===== src/rtl/snn_sched.sv =====
// snn_sched: frame scheduler that unpacks received bytes into the input-unit RAM,
// starts the core, and transmits the classified digit as ASCII.
module snn_sched #(
  parameter int         NUM_BYTES  = 98,
  parameter logic [7:0] ASCII_BASE = 8'h30
) (
  input  logic       clk,
  input  logic       rst_n,
  input  logic       rx_rdy,
  input  logic [7:0] rx_data,
  output logic       ram_we,
  output logic [9:0] ram_addr,
  output logic       ram_d,
  input  logic [9:0] core_addr,
  output logic       core_start,
  input  logic       core_done,
  input  logic [3:0] core_digit,
  output logic       tx_start,
  output logic [7:0] tx_data,
  input  logic       tx_done,
  output logic [3:0] digit,
  output logic       busy,
  output logic       overrun
);
  typedef enum logic [2:0] {IDLE, LOAD, UNPACK, START, RUN, TX, TX_WAIT} state_t;
  state_t     state_q, state_d;
  logic [7:0] hold_q, hold_d, pend_q, pend_d, tx_data_q, tx_data_d;
  logic       pend_v_q, pend_v_d, overrun_q, overrun_d;
  logic [6:0] byte_q, byte_d;
  logic [2:0] bit_q, bit_d;
  logic [3:0] digit_q, digit_d;
  logic       core_side;
  assign core_side  = state_q inside {START, RUN, TX, TX_WAIT};
  assign ram_we     = state_q == UNPACK;
  assign ram_addr   = core_side ? core_addr : {byte_q, bit_q};
  assign ram_d      = ram_we & hold_q[bit_q];
  assign core_start = state_q == START;
  assign tx_start   = state_q == TX;
  assign busy       = state_q != IDLE;
  assign tx_data    = tx_data_q;
  assign digit      = digit_q;
  assign overrun    = overrun_q;
  always_comb begin
    state_d   = state_q;
    hold_d    = hold_q;
    pend_d    = pend_q;
    pend_v_d  = pend_v_q;
    overrun_d = overrun_q;
    byte_d    = byte_q;
    bit_d     = bit_q;
    digit_d   = digit_q;
    tx_data_d = tx_data_q;
    case (state_q)
      IDLE: if (rx_rdy) begin
        hold_d    = rx_data;
        byte_d    = '0;
        bit_d     = '0;
        pend_v_d  = 1'b0;
        overrun_d = 1'b0;
        state_d   = UNPACK;
      end
      LOAD: if (rx_rdy) begin
        hold_d  = rx_data;
        state_d = UNPACK;
      end
      UNPACK: begin
        bit_d = bit_q + 3'd1;
        if (bit_q != 3'd7) begin
          if (rx_rdy && !pend_v_q) begin
            pend_d   = rx_data;
            pend_v_d = 1'b1;
          end
          overrun_d = overrun_q | (rx_rdy & pend_v_q);
        end else if (byte_q == 7'(NUM_BYTES - 1)) begin
          pend_v_d = 1'b0;
          state_d  = START;
        end else begin
          // a byte arriving on the last bit is consumed straight away, freeing the pending slot
          byte_d   = byte_q + 7'd1;
          hold_d   = pend_v_q ? pend_q : rx_data;
          pend_d   = rx_data;
          pend_v_d = pend_v_q & rx_rdy;
          state_d  = (pend_v_q || rx_rdy) ? UNPACK : LOAD;
        end
      end
      START: state_d = RUN;
      RUN: if (core_done) begin
        digit_d   = core_digit;
        tx_data_d = ASCII_BASE + {4'h0, core_digit};
        state_d   = TX;
      end
      TX: state_d = TX_WAIT;
      TX_WAIT: if (tx_done) state_d = IDLE;
      default: state_d = IDLE;
    endcase
  end
  always_ff @(posedge clk or negedge rst_n) begin
    if (!rst_n) begin
      state_q   <= IDLE;
      hold_q    <= '0;
      pend_q    <= '0;
      pend_v_q  <= 1'b0;
      overrun_q <= 1'b0;
      byte_q    <= '0;
      bit_q     <= '0;
      digit_q   <= '0;
      tx_data_q <= '0;
    end else begin
      state_q   <= state_d;
      hold_q    <= hold_d;
      pend_q    <= pend_d;
      pend_v_q  <= pend_v_d;
      overrun_q <= overrun_d;
      byte_q    <= byte_d;
      bit_q     <= bit_d;
      digit_q   <= digit_d;
      tx_data_q <= tx_data_d;
    end
  end
endmodule


===== config.mk =====
export PLATFORM = sky130hd
export DESIGN_NAME = snn_sched
export DESIGN_NICKNAME = d
export VERILOG_FILES = /design/src/rtl/snn_sched.sv
export SDC_FILE = /design/constraint.sdc
export NUM_CORES = 1
export LEC_CHECK = 0
export CAP_MARGIN = 30
export CORE_MARGIN = 8
export CORE_UTILIZATION = 48
export DETAILED_ROUTE_END_ITERATION = 8
export PLACE_DENSITY = 0.79
export SLEW_MARGIN = 20
export SYNTH_ARGS = -nofsm -noshare
export SYNTH_HDL_FRONTEND = slang
export SYNTH_SLANG_ARGS = --single-unit

===== constraint.sdc =====
create_clock -name clk -period 2.9 [get_ports clk]
set_clock_uncertainty 0.15 [all_clocks]
set_input_delay 0.58 -clock clk [delete_from_list [all_inputs] [get_ports clk]]
set_output_delay 0.58 -clock clk [all_outputs]
set_load 0.01 [all_outputs]

# == After elaboration in Yosys (flattened, before gate mapping) ==
# Index checks and enable logic that the tools add are counted.
# totals
reg_bits,43
latch_bits,0
mem_bits_rw,0
rom_bits,0
input_bits,27
out_inout_bits,28
wordCells,82
memories,0
# op_classes
n_addsub,3
n_mul,0
div,0
order_cmp,1
n_eq_ne,18
shifts,0
n_mux,31
bitwise,3
reduce_logical,17
# op_table
op,n
8-bit two-way mux,7
7-bit two-way mux,3
3-bit case mux with 6 select lines,1
8-bit case mux with 2 select lines,1
3-bit two-way mux,5
7-bit case mux with 2 select lines,1
"2-bit != test, second input constant",6
4-bit AND reduction,3
10-bit two-way mux,1
"3-bit equality test, second input constant",3
3-bit AND reduction,3
"6-bit by 4-bit adder with 7-bit output, first input constant",1
"7-bit by 1-bit adder with 7-bit output, second input constant",1
"7-bit equality test, second input constant",1
"3-bit by 2-bit equality test with 1-bit output, second input constant",2
1-bit two-way mux,6
"2-bit by 1-bit != test with 1-bit output, second input constant",3
3-bit case mux with 2 select lines,1
"3-bit by 4-bit < comparator with 1-bit output, second input constant",1
2-bit two-way mux,2
1-bit case mux with 2 select lines,2
2-bit AND reduction,2
2-bit nonzero test,2
4-bit nonzero test,1
other kinds (13),14

# == Longest topological paths before layout ==
# Gate-level depths: netlist of the first run.
# logic_depth
ltp_word,5
depth_mapped,7
mapped_depth_nobuf,6

# == Worst setup path after synthesis of the first run ==
# OpenSTA, ideal clock, no wires.
# synth_path
path_kind,reg2out
start,reg state_q[0]
end,out ram_addr[0]
arrival_time_ns,1.576
required_time_ns,2.170
slack_ns,0.594
path_stages_with_launch,5
n_path_buf,1
cell_sequence,dfrtp_1 > buf_6 > nand2_1 > xor2_1 > mux2_2
# synth_via
elab_chain_cells,3
word_cells_on_any_way,6
cone_classes,4 x eq/ne; 1 x mux; 1 x reduce/logical
# synth_lines
item,line_no,source
start: declaration,26,"state_t state_q, state_d;"
start signal: assignment,109,state_q <= state_d;
3-bit by 2-bit equality test with 1-bit output or 3-bit equality test (tied branches),33,"assign core_side = state_q inside {START, RUN, TX, TX_WAIT};"
4-bit nonzero test *,33,
10-bit two-way mux *,35,"assign ram_addr = core_side ? core_addr : {byte_q, bit_q};"
end: declaration,12,"output logic [9:0] ram_addr,"
# Mark *: on every way between the ends. The rest lies on a longest branch, timed or not.

# == Worst setup path in the final report of the first run ==
# layout_path
start,reg state_q[2]
end,out ram_d
# layout_via
elab_chain_cells,2
# layout_lines
item,line_no,source
3-bit by 2-bit equality test with 1-bit output,34,assign ram_we = state_q == UNPACK;
1-bit bitwise AND,36,assign ram_d = ram_we & hold_q[bit_q];
end: declaration,13,"output logic ram_d,"
# Every way passes these cells.

==> summary.md, run 1 <==
| Metric | Value |
|---|---|
| Status | finished clean |
| Yosys top cell area share | 0.4377 |
| Final number of setup-violating endpoints | 0 |
| Global-route wire length before repair | 7479 um |
| Seq/Total Area, Yosys | 0.4377 |
| Initial Util | 0.4861 |
| Sequential power share | 0.346 |
| Syn Inst Count | between 150 and 200 |
| H-tree levels | 2 |
| Most frequent cell after synthesis | mux2_2 |
| CTS buffer count | 5 |
| Routability congestion estimate from global placement | 0.8358 |
| Initial DRC Count | 83 |
| Area Growth Syn to Fin | 29.73% |
| Largest area contributor in the netlist | dfrtp_1 |
| Synthesis Warnings | 0 |
| CTS tree | built |
| Final hold violations | 0 |
| Mapped cell area | 0.002058 mm^2 |
| Power share of the clock group | 0.149 |
| Post-synth EDFFs | 0 |
| TNS Setup | 0 ns |
| Slowest stage cell, crit path | or3b_4 |
| Antenna viol nets, final | 0 |
| Total of max-cap violations | 0 |
| Input/output buffers | 52 |
| Slew Limit Fails | 0 |
| Final instance area | between 0.002 and 0.003 mm^2 |
| Clock-pin slew on the worst setup and hold paths | about 0.07 ns |
| Delay-heaviest family, CP | simple AND/OR/NAND/NOR gates |
| Fill cell count | between 300 and 400 |
| Layout Cells excl Fill | 282 |
| Worst hold path type | primary input to async pin |
| TritonCTS Sinks | 36 |
| Pwr per Cell Area | 940.9 mW/mm^2 |
| Die Y | 81.48 um |
| I/O pin cnt | 55 |
| # diodes | 0 |
| Remaining DRCs | 0 |
| CP max stage delay | about 0.56 ns |
| Final worst-path cycle share | 0.9657 |
| Placed insts | ~280 |
| Crit path required time | 2.17 ns |
| Sw frac | 0.3402 |
| Post-cts hold buffer count | 0 |
| Die width | a little over 80 um |
| CP Class | flip-flop to primary output |
| Post-synth top cells | mux2_2 (37), dfrtp_1 (36), nand2_1 (15) |
| Reg2reg path depth | 5 |
| Fmax | 357.1 MHz |
| Setup Buffers After CTS | 0 |
| RSZ-0062 raised after global routing | no |
| Initial antenna violation count | 0 |
| Leakage power | 0.001146 uW |
| Detailed placement HPWL | 3480 um |
| Top cells by area, synth | dfrtp_1 (44%), mux2_2 (20%), buf_4 (2.9%) |
| Stages on worst setup path | 3 |
| Max FO, Critical Path | 14 |
| NumNets Final | 261 |
| Maximum VDD drop | 0.0005396 V |
| DIE AREA | 0.006639 mm^2 |
| DP Area | 0.002562 mm^2 |
| Worst EP arrival | between 2 and 2.5 ns |
| Share of cells above drive strength 1 | 0.2696 |
| Avg WL per Cell | 16.11 um |
| Clock latency on the worst-skew pair | roughly 0.28 ns |
| Largest net degree at the start of global routing | 37 |
| Fraction of registers with async set/reset | 1.000 |
| Reg2reg setup slack | 0.39 ns |
| Syn_area_per_cell | 11.31 um^2 |
| Gr usage total | 0.1445 |
| Vias in the first global route | 1601 |
| DRT Pass-1 Iters | 4 |
| Synth unique cells | 39 |
| CP startpoint kind | flip-flop |
| Sum of buffers and inverters on the critical path | 1 |
| Core ar. | 0.004234 mm^2 |
| Pint | around 1700 uW |
| Comb power frac | 0.505 |
| Post-CTS resize count | 0 |
| Final min period | 2.800 ns |
| Cell Rows | 24 |
| Primary FF master, synth | dfrtp_1 |
| Total number of vias | between 1500 and 2000 |
| Grt ovf | 0 |
| WL final | 4544 um |
| Worst-Margin Slew | 0.7885 ns |
| CP Cell Sequence | or3b_4 -> nor2_1 -> clkdlybuf4s50_1 |
| Net Sw Power | 854.8 uW |
| Cell at the root of the clock tree | clkbuf_8 |
| Crit end category | primary output |
| Max clock buf depth | 2 |
| FF+latch count, synth | 36 |
| Worst slew margin | 0.4743 |
| Vias/cell | around 5.4 |
[cells in the final DEF, fill, tap and decap left out, drive strengths merged, types with 2 or more instances in the layout]
master,instances
clkbuf,7
xnor2,4
nand4,2
mux2,38
and3,2
a21oi,6
mux4,2
nor2,9
dfrtp,36
buf,6
nand2,15
nor4b,3
clkdlybuf4s50,51
mux2i,4
a21o,3
nor2b,2
inv,5
ha,4
o21ai,7
and2,2
nor3,5
a211oi,3
conb,2
[metal layers]
| metal | GRT usage | part of all wire | vias to the layer above |
|---|---|---|---|
| met1 | 0.1650 | 0.43 | 738 |
| met4 | 0.04643 | 0.010 | 0 |
| li1 | - | - | 733 |
| met5 | 0 | 0 | - |
| met3 | 0.04158 | 0.055 | 6 |
| met2 | 0.2538 | 0.50 | 39 |
[stage by stage]
step	setup WS (ns)	power [uW]	util	hold slack [ns]
2_1_floorplan	0.5944	1674	-	0.1344
3_3_place_gp	0.3785	2100	0.6052	0.3243
3_5_place_dp	0.3659	2149	0.6052	0.3325
4_1_cts	0.04758	2528	0.6280	0.2594
5_1_grt	0.001086	2679	0.6306	0.2863
6_report	0.09960	2512	0.6306	0.2269
[power groups by stage]
stage / logic (uW) / clock network [uW] / registers, uW
after floorplan: 839 / 0 / 834
after global placement: 1240 / 0 / 859
after detailed placement: 1270 / 0 / 874
after CTS: 1280 / 383 / 866
after global routing: 1380 / 405 / 899
final: 1270 / 373 / 869
[sequential cells by signal, indices dropped and copies added, names as in the netlist]
register / flops
pend_v_q: 1
overrun: 1
digit: 3
byte_q: 7
hold_q: 8
pend_q: 8
state_q: 3
bit_q: 3
tx_data: 2
[worst paths after layout]
path / end / start
min in group clk: tx_data[4]$_DFFE_PN0P_ / tx_data[4]$_DFFE_PN0P_
max in group asynchronous: state_q[0]$_DFFE_PN0P_ / rst_n
max: ram_d / state_q[2]$_DFFE_PN0P_
max reg2reg: hold_q[5]$_DFFE_PN0P_ / state_q[2]$_DFFE_PN0P_
min reg2reg: tx_data[4]$_DFFE_PN0P_ / tx_data[4]$_DFFE_PN0P_
min: byte_q[0]$_DFFE_PN0P_ / rst_n
[worst reg2reg max path: stages, from the launching register on]
cell and delay, ns:
dfrtp_1 0.51, or3b_4 0.56, inv_2 0.12, and2_1 0.41, mux2_2 0.39, mux2_2 0.25
[cell type report]
type,count,area [um^2],area share
multi-input combinational,125,1035,0.3875
sequential,36,902.1,0.3379
timing repair buffer,57,553.0,0.2071
clock buffer,7,96.34,0.03608
tap,52,65.06,0.02437
inverter,5,18.77,0.007029
[kinds of logic after synthesis]
kind of cell / synth area share
simple gates: 0.1270
fa+ha+maj: 0.02432
xor+xnor: 0.02128
mux: 0.2492
compound gates: 0.07234
buf+inv: 0.06626
flops: 0.4377
other cells: 0.001822
Note: power is estimated with default switching activity, not from simulation.
==> run 2, diff against run 1 <==
CORE_UTILIZATION = 30   (was 48)
PLACE_DENSITY = not set   (was 0.79)
==> run 2 against run 1 <==
Net effect: clock power about the same; largest power group unchanged; sequential power fell by 0.6%; via count shrank 3.3%; utilization is 23 points lower.
==> summary.md, run 2 (same netlist as run 1, synthesis figures left out) <==
| Metric | Value |
|---|---|
| Initial Util | 0.3063 |
| Antenna viol nets, final | 0 |
| Total of max-cap violations | 0 |
| Final hold violations | 0 |
| Worst EP arrival | 2.06 ns |
| Routability congestion estimate from global placement | roughly 0.76 |
| RR Startpoint | state_q[1]$_DFFE_PN0P_ |
| Die Y | 98.83 um |
| Worst slew margin | 0.4614 |
| Crit end category | primary output |
| Largest registers | hold_q (8), pend_q (8), byte_q (7) |
| Area Growth Syn to Fin | 32.16% |
| Post-cts hold buffer count | 0 |
| Slew Limit Fails | 0 |
| CP Class | flip-flop to primary output |
| Vias in the first global route | 1578 |
| Max clock buf depth | 2 |
| Maximum VDD drop | 0.0004149 V |
| Leakage power | 0.001165 uW |
| Initial antenna violation count | 0 |
| Final number of setup-violating endpoints | 0 |
| Delay-heaviest family, CP | buffers and inverters |
| CP Cell Sequence | nand2_2 -> xor2_4 -> buf_4 -> mux2_2 -> clkdlybuf4s50_1 |
| Grt ovf | 0 |
| NumNets Final | between 200 and 300 |
| Initial DRC Count | 32 |
| Most frequent cells in the layout | clkdlybuf4s50_1 (50), mux2_2 (37), dfrtp_1 (34), nand2_1 (14), nor2_1 (9) |
| CP Launch Point | state_q[0]$_DFFE_PN0P_ |
| Input/output buffers | 52 |
| Fmax | between 300 and 400 MHz |
| Share of cells above drive strength 1 | 0.2771 |
| CP max stage delay | 0.48 ns |
| Pwr per Cell Area | 925.6 mW/mm^2 |
| Gr usage total | 0.09914 |
| Total power draw | 2518 uW |
| Core ar. | 0.006719 mm^2 |
| Crit path required time | about 2.2 ns |
| Global-route wire length before repair | 7852 um |
| Slowest stage cell, crit path | clkdlybuf4s50_1 |
| CP startpoint kind | flip-flop |
| Final worst-path cycle share | 0.9627 |
| Fill cell count | 670 |
| Commonest non-fill, non-tap cell in the layout | clkdlybuf4s50_1 |
| RSZ-0062 raised after global routing | no |
| Vias/cell | around 4.7 |
| Die width | 98.83 um |
| DIE AREA | 0.009767 mm^2 |
| Clock-pin slew on the worst setup and hold paths | approximately 0.08 ns |
| Max FO, Critical Path | 6 |
| Setup Buffers After CTS | 0 |
| H-tree levels | 2 |
| Sum of buffers and inverters on the critical path | 2 |
| CTS buffer count | 5 |
| Detailed placement HPWL | 3402 um |
| TNS Setup | 0 ns |
| Largest net degree at the start of global routing | 37 |
| Cell Rows | 30 |
| Cell at the root of the clock tree | clkbuf_8 |
| Status | finished clean |
| Worst hold path type | primary input to async pin |
| Clock latency on the worst-skew pair | 0.29 ns |
| WL final | roughly 4700 um |
| Post-CTS resize count | 0 |
| DRT Pass-1 Iters | 4 |
| Avg WL per Cell | 15.03 um |
| I/O pin cnt | 55 |
| # diodes | 0 |
| CTS tree | built |
| Total number of vias | 1466 |
| Remaining DRCs | 0 |
| Final min period | ~2.8 ns |
| TritonCTS Sinks | 36 |
| Worst-Margin Slew | between 0.8 and 0.9 ns |
run 2: cell type report:
type / instances / area [um^2] / area share
timing repair buffer: 57 / 559.3 / 0.2056
clock buffer: 6 / 82.58 / 0.03036
multi-input combinational: 125 / 1046 / 0.3845
sequential: 36 / 903.4 / 0.3321
clock inverter: 2 / 10.01 / 0.003680
tap: 80 / 100.1 / 0.03680
inverter: 5 / 18.77 / 0.006900
run 2: stage by stage:
| step | hold slack [ns] | cell area [um^2] | setup slack, ns | cells | utilization |
|---|---|---|---|---|---|
| CTS | 0.2575 | 2683 | 0.06096 | 310 | 0.3993 |
| global placement | 0.3322 | 2590 | 0.3934 | 302 | 0.3855 |
| detailed placement | 0.3401 | 2590 | 0.3947 | 302 | 0.3855 |
| global route | 0.2988 | 2720 | 0.001115 | 311 | 0.4048 |
| finish | 0.2167 | 2720 | 0.1082 | 311 | 0.4048 |
| floorplan | 0.1344 | 2062 | 0.5944 | 183 | - |
run 2: power by group:
part | internal, uW | switching [uW] | leakage [uW]
logic | 749 | 528 | 0.000670
clock network | 190 | 186 | 0.0000510
registers | 703 | 160 | 0.000444
run 2: final timing paths:
path,end,slack [ns],depth (start not counted)
max,ram_addr[8],0.11,5
min,pend_q[7]$_DFFE_PN0P_,0.22,1
max reg2reg,hold_q[0]$_DFFE_PN0P_,0.39,6
min reg2reg,pend_q[4]$_DFFE_PN0P_,0.36,1
max in group asynchronous,state_q[2]$_DFFE_PN0P_,1.81,1
min in group clk,pend_q[4]$_DFFE_PN0P_,0.36,1
run 2: worst reg2reg max path: stages, from the launching register on:
cell	delay [ns]
dfrtp_1	0.42
buf_4	0.19
or3b_4	0.49
inv_2	0.11
and2_1	0.40
mux2_2	0.39
mux2_2	0.26
run 2: routing by layer:
metal	global-route usage	routed length [um]	up-vias
met5	0	0	-
met4	0.03424	57	0
met3	0.03312	255	8
met2	0.1497	2100	34
met1	0.1284	2261	695
li1	-	-	729
==> run 3, diff against run 2 <==
HOLD_SLACK_MARGIN = 0.08   (was not set)
clock period = 2.6 ns   (was 2.9 ns; I/O delays follow)
==> run 3 against run 2 <==
Net effect: worst hold slack better by 0.13 ns; cell count is 2.6% higher; utilization up 0.73 points; critical path depth unchanged; via count grew 4.2%; first-iteration DRC count up 28%; sequential power is 8.0% higher; clock power increased by 9.0%; critical path type unchanged; largest cell class unchanged.
==> summary.md, run 3 (same netlist as run 1, synthesis figures left out) <==
| Metric | Value |
|---|---|
| Initial antenna violation count | 0 |
| M3 GR Usage | 0.03242 |
| Grt ovf | 0 |
| Commonest non-fill, non-tap cell in the layout | clkdlybuf4s50_1 |
| WL final | 4660 um |
| CP Cell Sequence | nand2_1 -> xor2_1 -> buf_6 -> mux2_2 -> dlygate4sd2_1 |
| Antenna viol nets, final | 0 |
| Most frequent cells in the layout | clkdlybuf4s50_1 (39), mux2_2 (37), dfrtp_1 (35), nand2_1 (15), dlygate4sd2_1 (11) |
| Max clock buf depth | 2 |
| Remaining DRCs | 0 |
| DIE AREA | 0.009767 mm^2 |
| Input/output buffers | 52 |
| Maximum VDD drop | 0.0004398 V |
| Final worst-path cycle share | 0.9270 |
| TritonCTS Sinks | 36 |
| Pwr per Cell Area | approximately 1000 mW/mm^2 |
| GR Layer Usage met2 | 0.1476 |
| Busiest layer in global routing | met2 |
| Die width | 98.83 um |
| Final number of setup-violating endpoints | 0 |
| Clock-pin slew on the worst setup and hold paths | approximately 0.07 ns |
| DRT Pass-1 Iters | 4 |
| Final instance area | 0.002769 mm^2 |
| Vias/cell | 4.790 |
| CTS buffer count | 5 |
| H-tree levels | 2 |
| TNS Setup | 0 ns |
| Share of cells above drive strength 1 | 0.2803 |
| RSZ-0062 raised after global routing | no |
| I/O pin cnt | 55 |
| Slowest stage cell, crit path | dfrtp_1 |
| Worst EP arrival | 1.74 ns |
| DP Area | roughly 0.0026 mm^2 |
| Fill cell count | about 640 |
| Initial Util | 0.3063 |
| Clock latency on the worst-skew pair | 0.28 ns |
| Gr usage total | 0.09932 |
| Setup Buffers After CTS | 0 |
| Crit path required time | 1.93 ns |
| Cell at the root of the clock tree | clkbuf_8 |
| Routability congestion estimate from global placement | 0.7540 |
| Slew Limit Fails | 0 |
| Hold depth | 1 |
| Die Y | 98.83 um |
| Delay-heaviest family, CP | buffers and inverters |
| Core ar. | 0.006719 mm^2 |
| Max FO, Critical Path | 10 |
| Leakage power | between 0.001 and 0.0015 uW |
| Area Growth Syn to Fin | 34.53% |
| Reg2reg path depth | 7 |
| Status | finished clean |
| Total number of vias | between 1500 and 2000 |
| Sum of buffers and inverters on the critical path | 2 |
| M1 GR Usage | 0.1319 |
| Fmax | 414.9 MHz |
| NumNets Final | 269 |
| Global-route wire length before repair | 7769 um |
| Final min period | 2.410 ns |
| # diodes | 0 |
| Avg WL per Cell | 14.61 um |
| Initial DRC Count | 41 |
| Stages on worst setup path | 5 |
| CP max stage delay | 0.38 ns |
| CP Class | flip-flop to primary output |
| Core Util, Final | 0.4121 |
| CTS tree | built |
| Worst hold path type | flip-flop to flip-flop |
| Detailed placement HPWL | ~3400 um |
| Largest net degree at the start of global routing | 37 |
| Largest registers | hold_q (8), pend_q (8), byte_q (7) |
| Cell Rows | 30 |
| Vias in the first global route | 1516 |
| Final hold violations | 0 |
| Crit end category | primary output |
| CP startpoint kind | flip-flop |
| Total of max-cap violations | 0 |
-- run 3: changes by cell type in the layout (fill, tap and decap cells not counted), moves of 2 or more --
cell             change
clkbuf_1             +2
clkinv_2             -2
clkdlybuf4s50_1     -11
dlygate4sd2_1       +11
buf_4                +6
-- run 3: stage by stage --
| stage | instances | hold WS, ns | power (uW) | setup slack (ns) |
|---|---|---|---|---|
| 6_report | 319 | 0.3481 | 2775 | 0.1897 |
| 5_1_grt | 319 | 0.3763 | 2986 | 0.08555 |
| 4_1_cts | 317 | 0.2052 | 2820 | 0.01599 |
| 3_5_place_dp | 309 | 0.3401 | 2430 | 0.2656 |
| 3_3_place_gp | 309 | 0.3317 | 2408 | 0.2719 |
| 2_1_floorplan | 183 | 0.07441 | 1867 | 0.3544 |
-- run 3: power by group --
group / switching [uW] / total [uW] / internal, uW
Clock: 194 / 410 / 216
Combinational: 612 / 1430 / 819
Sequential: 149 / 933 / 785
-- run 3: path summary, 6_finish.rpt --
path / startpoint / end / slack (ns)
setup / recovery: state_q[1]$_DFFE_PN0P_ / ram_addr[5] / 0.19
hold / removal: tx_data[4]$_DFFE_PN0P_ / tx_data[4]$_DFFE_PN0P_ / 0.35
setup reg to reg: state_q[1]$_DFFE_PN0P_ / pend_q[1]$_DFFE_PN0P_ / 0.26
hold reg to reg: tx_data[4]$_DFFE_PN0P_ / tx_data[4]$_DFFE_PN0P_ / 0.35
max in group asynchronous: rst_n / bit_q[0]$_DFFE_PN0P_ / 1.27
min in group asynchronous: rst_n / pend_q[6]$_DFFE_PN0P_ / 0.56
-- run 3: repair_timing --
| action | 4_1_cts | 5_1_grt |
|---|---|---|
| hold buffers | 0 | 1 |
| resized for setup | 13 | 2 |
| hold endpoints to repair | 0 | 11 |
| endpoints found under the setup margin | 11 | 2 |
-- run 3: cell type report --
class | instances | area (um^2) | share of cell area
clock buffers | 8 | 90.09 | 0.03253
inverters | 5 | 18.77 | 0.006778
multi-input cells | 125 | 1030 | 0.3719
flip-flops and latches | 36 | 902.1 | 0.3258
well taps | 80 | 100.1 | 0.03615
repair buffers | 65 | 628.1 | 0.2268
-- run 3: layer usage --
layer | up-vias | share of wire
li1 | 748 | -
met1 | 737 | 0.48
met2 | 38 | 0.46
met3 | 5 | 0.049
met4 | 0 | 0.0086
met5 | - | 0
==> patch, RTL diff (settings of run 3) <==
Put one more register stage on the output `overrun`, with the module's reset. The value now appears one clock later. The other outputs are not delayed to match.
--- a/src/rtl/snn_sched.sv
+++ b/src/rtl/snn_sched.sv
@@ -39,7 +39,13 @@
   assign busy       = state_q != IDLE;
   assign tx_data    = tx_data_q;
   assign digit      = digit_q;
-  assign overrun    = overrun_q;
+  always_ff @(posedge clk or negedge rst_n) begin
+    if (!rst_n) begin
+      overrun <= '0;
+    end else begin
+      overrun <= overrun_q;
+    end
+  end
   always_comb begin
     state_d   = state_q;
     hold_d    = hold_q;
Check against the original RTL: not equivalent (Yosys sat finds a counterexample within 4 cycles, from zero or initial values and one cycle with rst_n low).
==> patch against run 3 <==
  * Final area increased by 1.1%
  * Register-to-register slack worse by 120 ps
  * Sequential cell count increased by 1
  * Non-clock buffer count rose by 1
  * Sequential share of layout area rose by 0.53 points
  * Area after synthesis is 0.12% lower
  * Critical path depth increased by 2
  * Worst setup slack got worse by 50 ps
  * Total power is 11% higher
  * Routed wire length up 2.4%
  * Fmax down 2.1%
  * Highest routed layer unchanged
==> patch: results (changes against run 3) <==
.. list-table::
   :header-rows: 1

   * - Metric
     - Value
   * - Outcome
     - completed
   * - Global routing met1 resource utilization
     - 0.132 (-0.000311)
   * - Sw Share
     - 0.352 (+0.00792)
   * - Critical Path Max Stage Delay
     - 480 ps (+100 ps)
   * - Leading cell types by count after synthesis
     - sky130_fd_sc_hd__mux2_2 (40), sky130_fd_sc_hd__dfrtp_1 (37), sky130_fd_sc_hd__o21ai_0 (13)
   * - Critical R2R Capture
     - pend_q[6]
   * - NumNets Final
     - 270 (+0.37%)
   * - Highest ir drop seen on vdd
     - 0.611 mV (+39%)
   * - Data arrival time of the critical path
     - 2480 ps (+740 ps)
   * - Starting DRC count in detailed routing
     - 71 (+73%)
   * - Routed via count
     - 1563 (+2.3%)
   * - Worst Setup SP
     - bit_q[0]
   * - Origin of the critical flop-to-flop path
     - bit_q[0]
   * - Weighted congestion reported at the end of routability-driven placement
     - 0.742 (-1.6%)
   * - Met1 Wirelength
     - 2250 µm (-0.49%)
   * - Largest fanout on the critical path
     - 7 (-3)
   * - Met3 Track Usage GR
     - 0.0416 (+0.00916)
   * - Power share of the combinational group
     - 0.557 (+0.041)
   * - Crit-path slowest cell
     - sky130_fd_sc_hd__or3b_2
   * - Maximum number of pins on one net before global-route repair
     - 38 (+2.7%)
   * - Number of global-route vias before repair
     - 1718 (+13%)
   * - Global-route wire length before repair
     - 8420 µm (+8.4%)
   * - Category of the critical setup timing path
     - register to register
   * - Met2 global-route usage
     - 0.159 (+0.0109)
   * - Met3 Wirelength
     - 346 µm (+52%)
   * - Relative max-transition margin
     - 0.549
   * - Total routing resource utilization after global routing
     - 0.105 (+0.00552)
   * - Proportion of power drawn by flip-flops and latches
     - 0.317 (-0.019)
   * - Top area cells in the synthesized netlist
     - sky130_fd_sc_hd__dfrtp_1 (45%), sky130_fd_sc_hd__mux2_2 (22%), sky130_fd_sc_hd__o21ai_0 (3.2%)
   * - Total number of yosys warnings
     - 0 (unchanged)
   * - Wire length on met2
     - 2120 µm (-0.66%)
   * - Post-detailed-placement cell area
     - 2680 µm² (+1.3%)
   * - Leakage power of the design
     - 1.19 nW (-4.5%)
   * - Share of layout cells above drive strength 1
     - 0.308 (+0.0280)
   * - Fill count
     - 665 (+3.3%)
   * - DRT Pass-1 Iters
     - 5 (+1)
## patch: cells by family (layout without fill, tap and decap cells)
logic type,Yosys count,count (layout),share of synthesized area
muxes,44,44,0.251
and+or+nand+nor,41,41,0.119
DFF,37,37,0.450
AOI/OAI and AO/OA,32,32,0.0980
buffers and inverters,17,79,0.0481
adders and majority gates,4,4,0.0243
other,1,2,0.00182
xor gates and xnor gates,1,1,0.00791
## patch: worst min path at each step
stage | startpoint | slack [ps] | to | cells past startpoint
after floorplan | rst_n | 70 | bit_q[0] | 0
after global placement | overrun_q | 220 | overrun | 0
after detailed placement | overrun_q | 230 | overrun | 0
after CTS | rst_n | 220 | pend_q[3] | 1
after global routing | overrun_q | 260 | overrun | 0
final | overrun_q | 240 | overrun | 0
## patch: stage by stage
step / cells / util / power, mW / worst slack, ps / hold WS [ps]
final: 320 / 0.417 / 3.09 / 139 / 236
after global routing: 320 / 0.417 / 3.34 / 10.3 / 265
after CTS: 318 / 0.410 / 3.13 / 12.8 / 219
after detailed placement: 309 / 0.399 / 2.77 / 174 / 234
after global placement: 309 / 0.399 / 2.74 / 192 / 220
after floorplan: 178 / - / 2.05 / 306 / 74.4
## patch: cell type report
type                    count  area share
clock buffers               8      0.0286
inverters                   5     0.00670
multi-input cells         124       0.370
flip-flops and latches     37       0.331
well taps                  80      0.0357
repair buffers             66       0.227
## patch: repair_timing
action	4_1_cts	5_1_grt
setup endpoints to repair	11	2
hold buffers	0	1
gates resized for setup	13	2
setup buffers	1	0
hold endpoints to repair	0	18
## patch: critical path: cells and delay by family, from the launching register on
family | cells | cell delay, ps
DFF | 1 | 440
and+or+nand+nor | 1 | 480
buffers and inverters | 2 | 310
adders and majority gates | 2 | 450
muxes | 1 | 340
AOI/OAI and AO/OA | 1 | 170
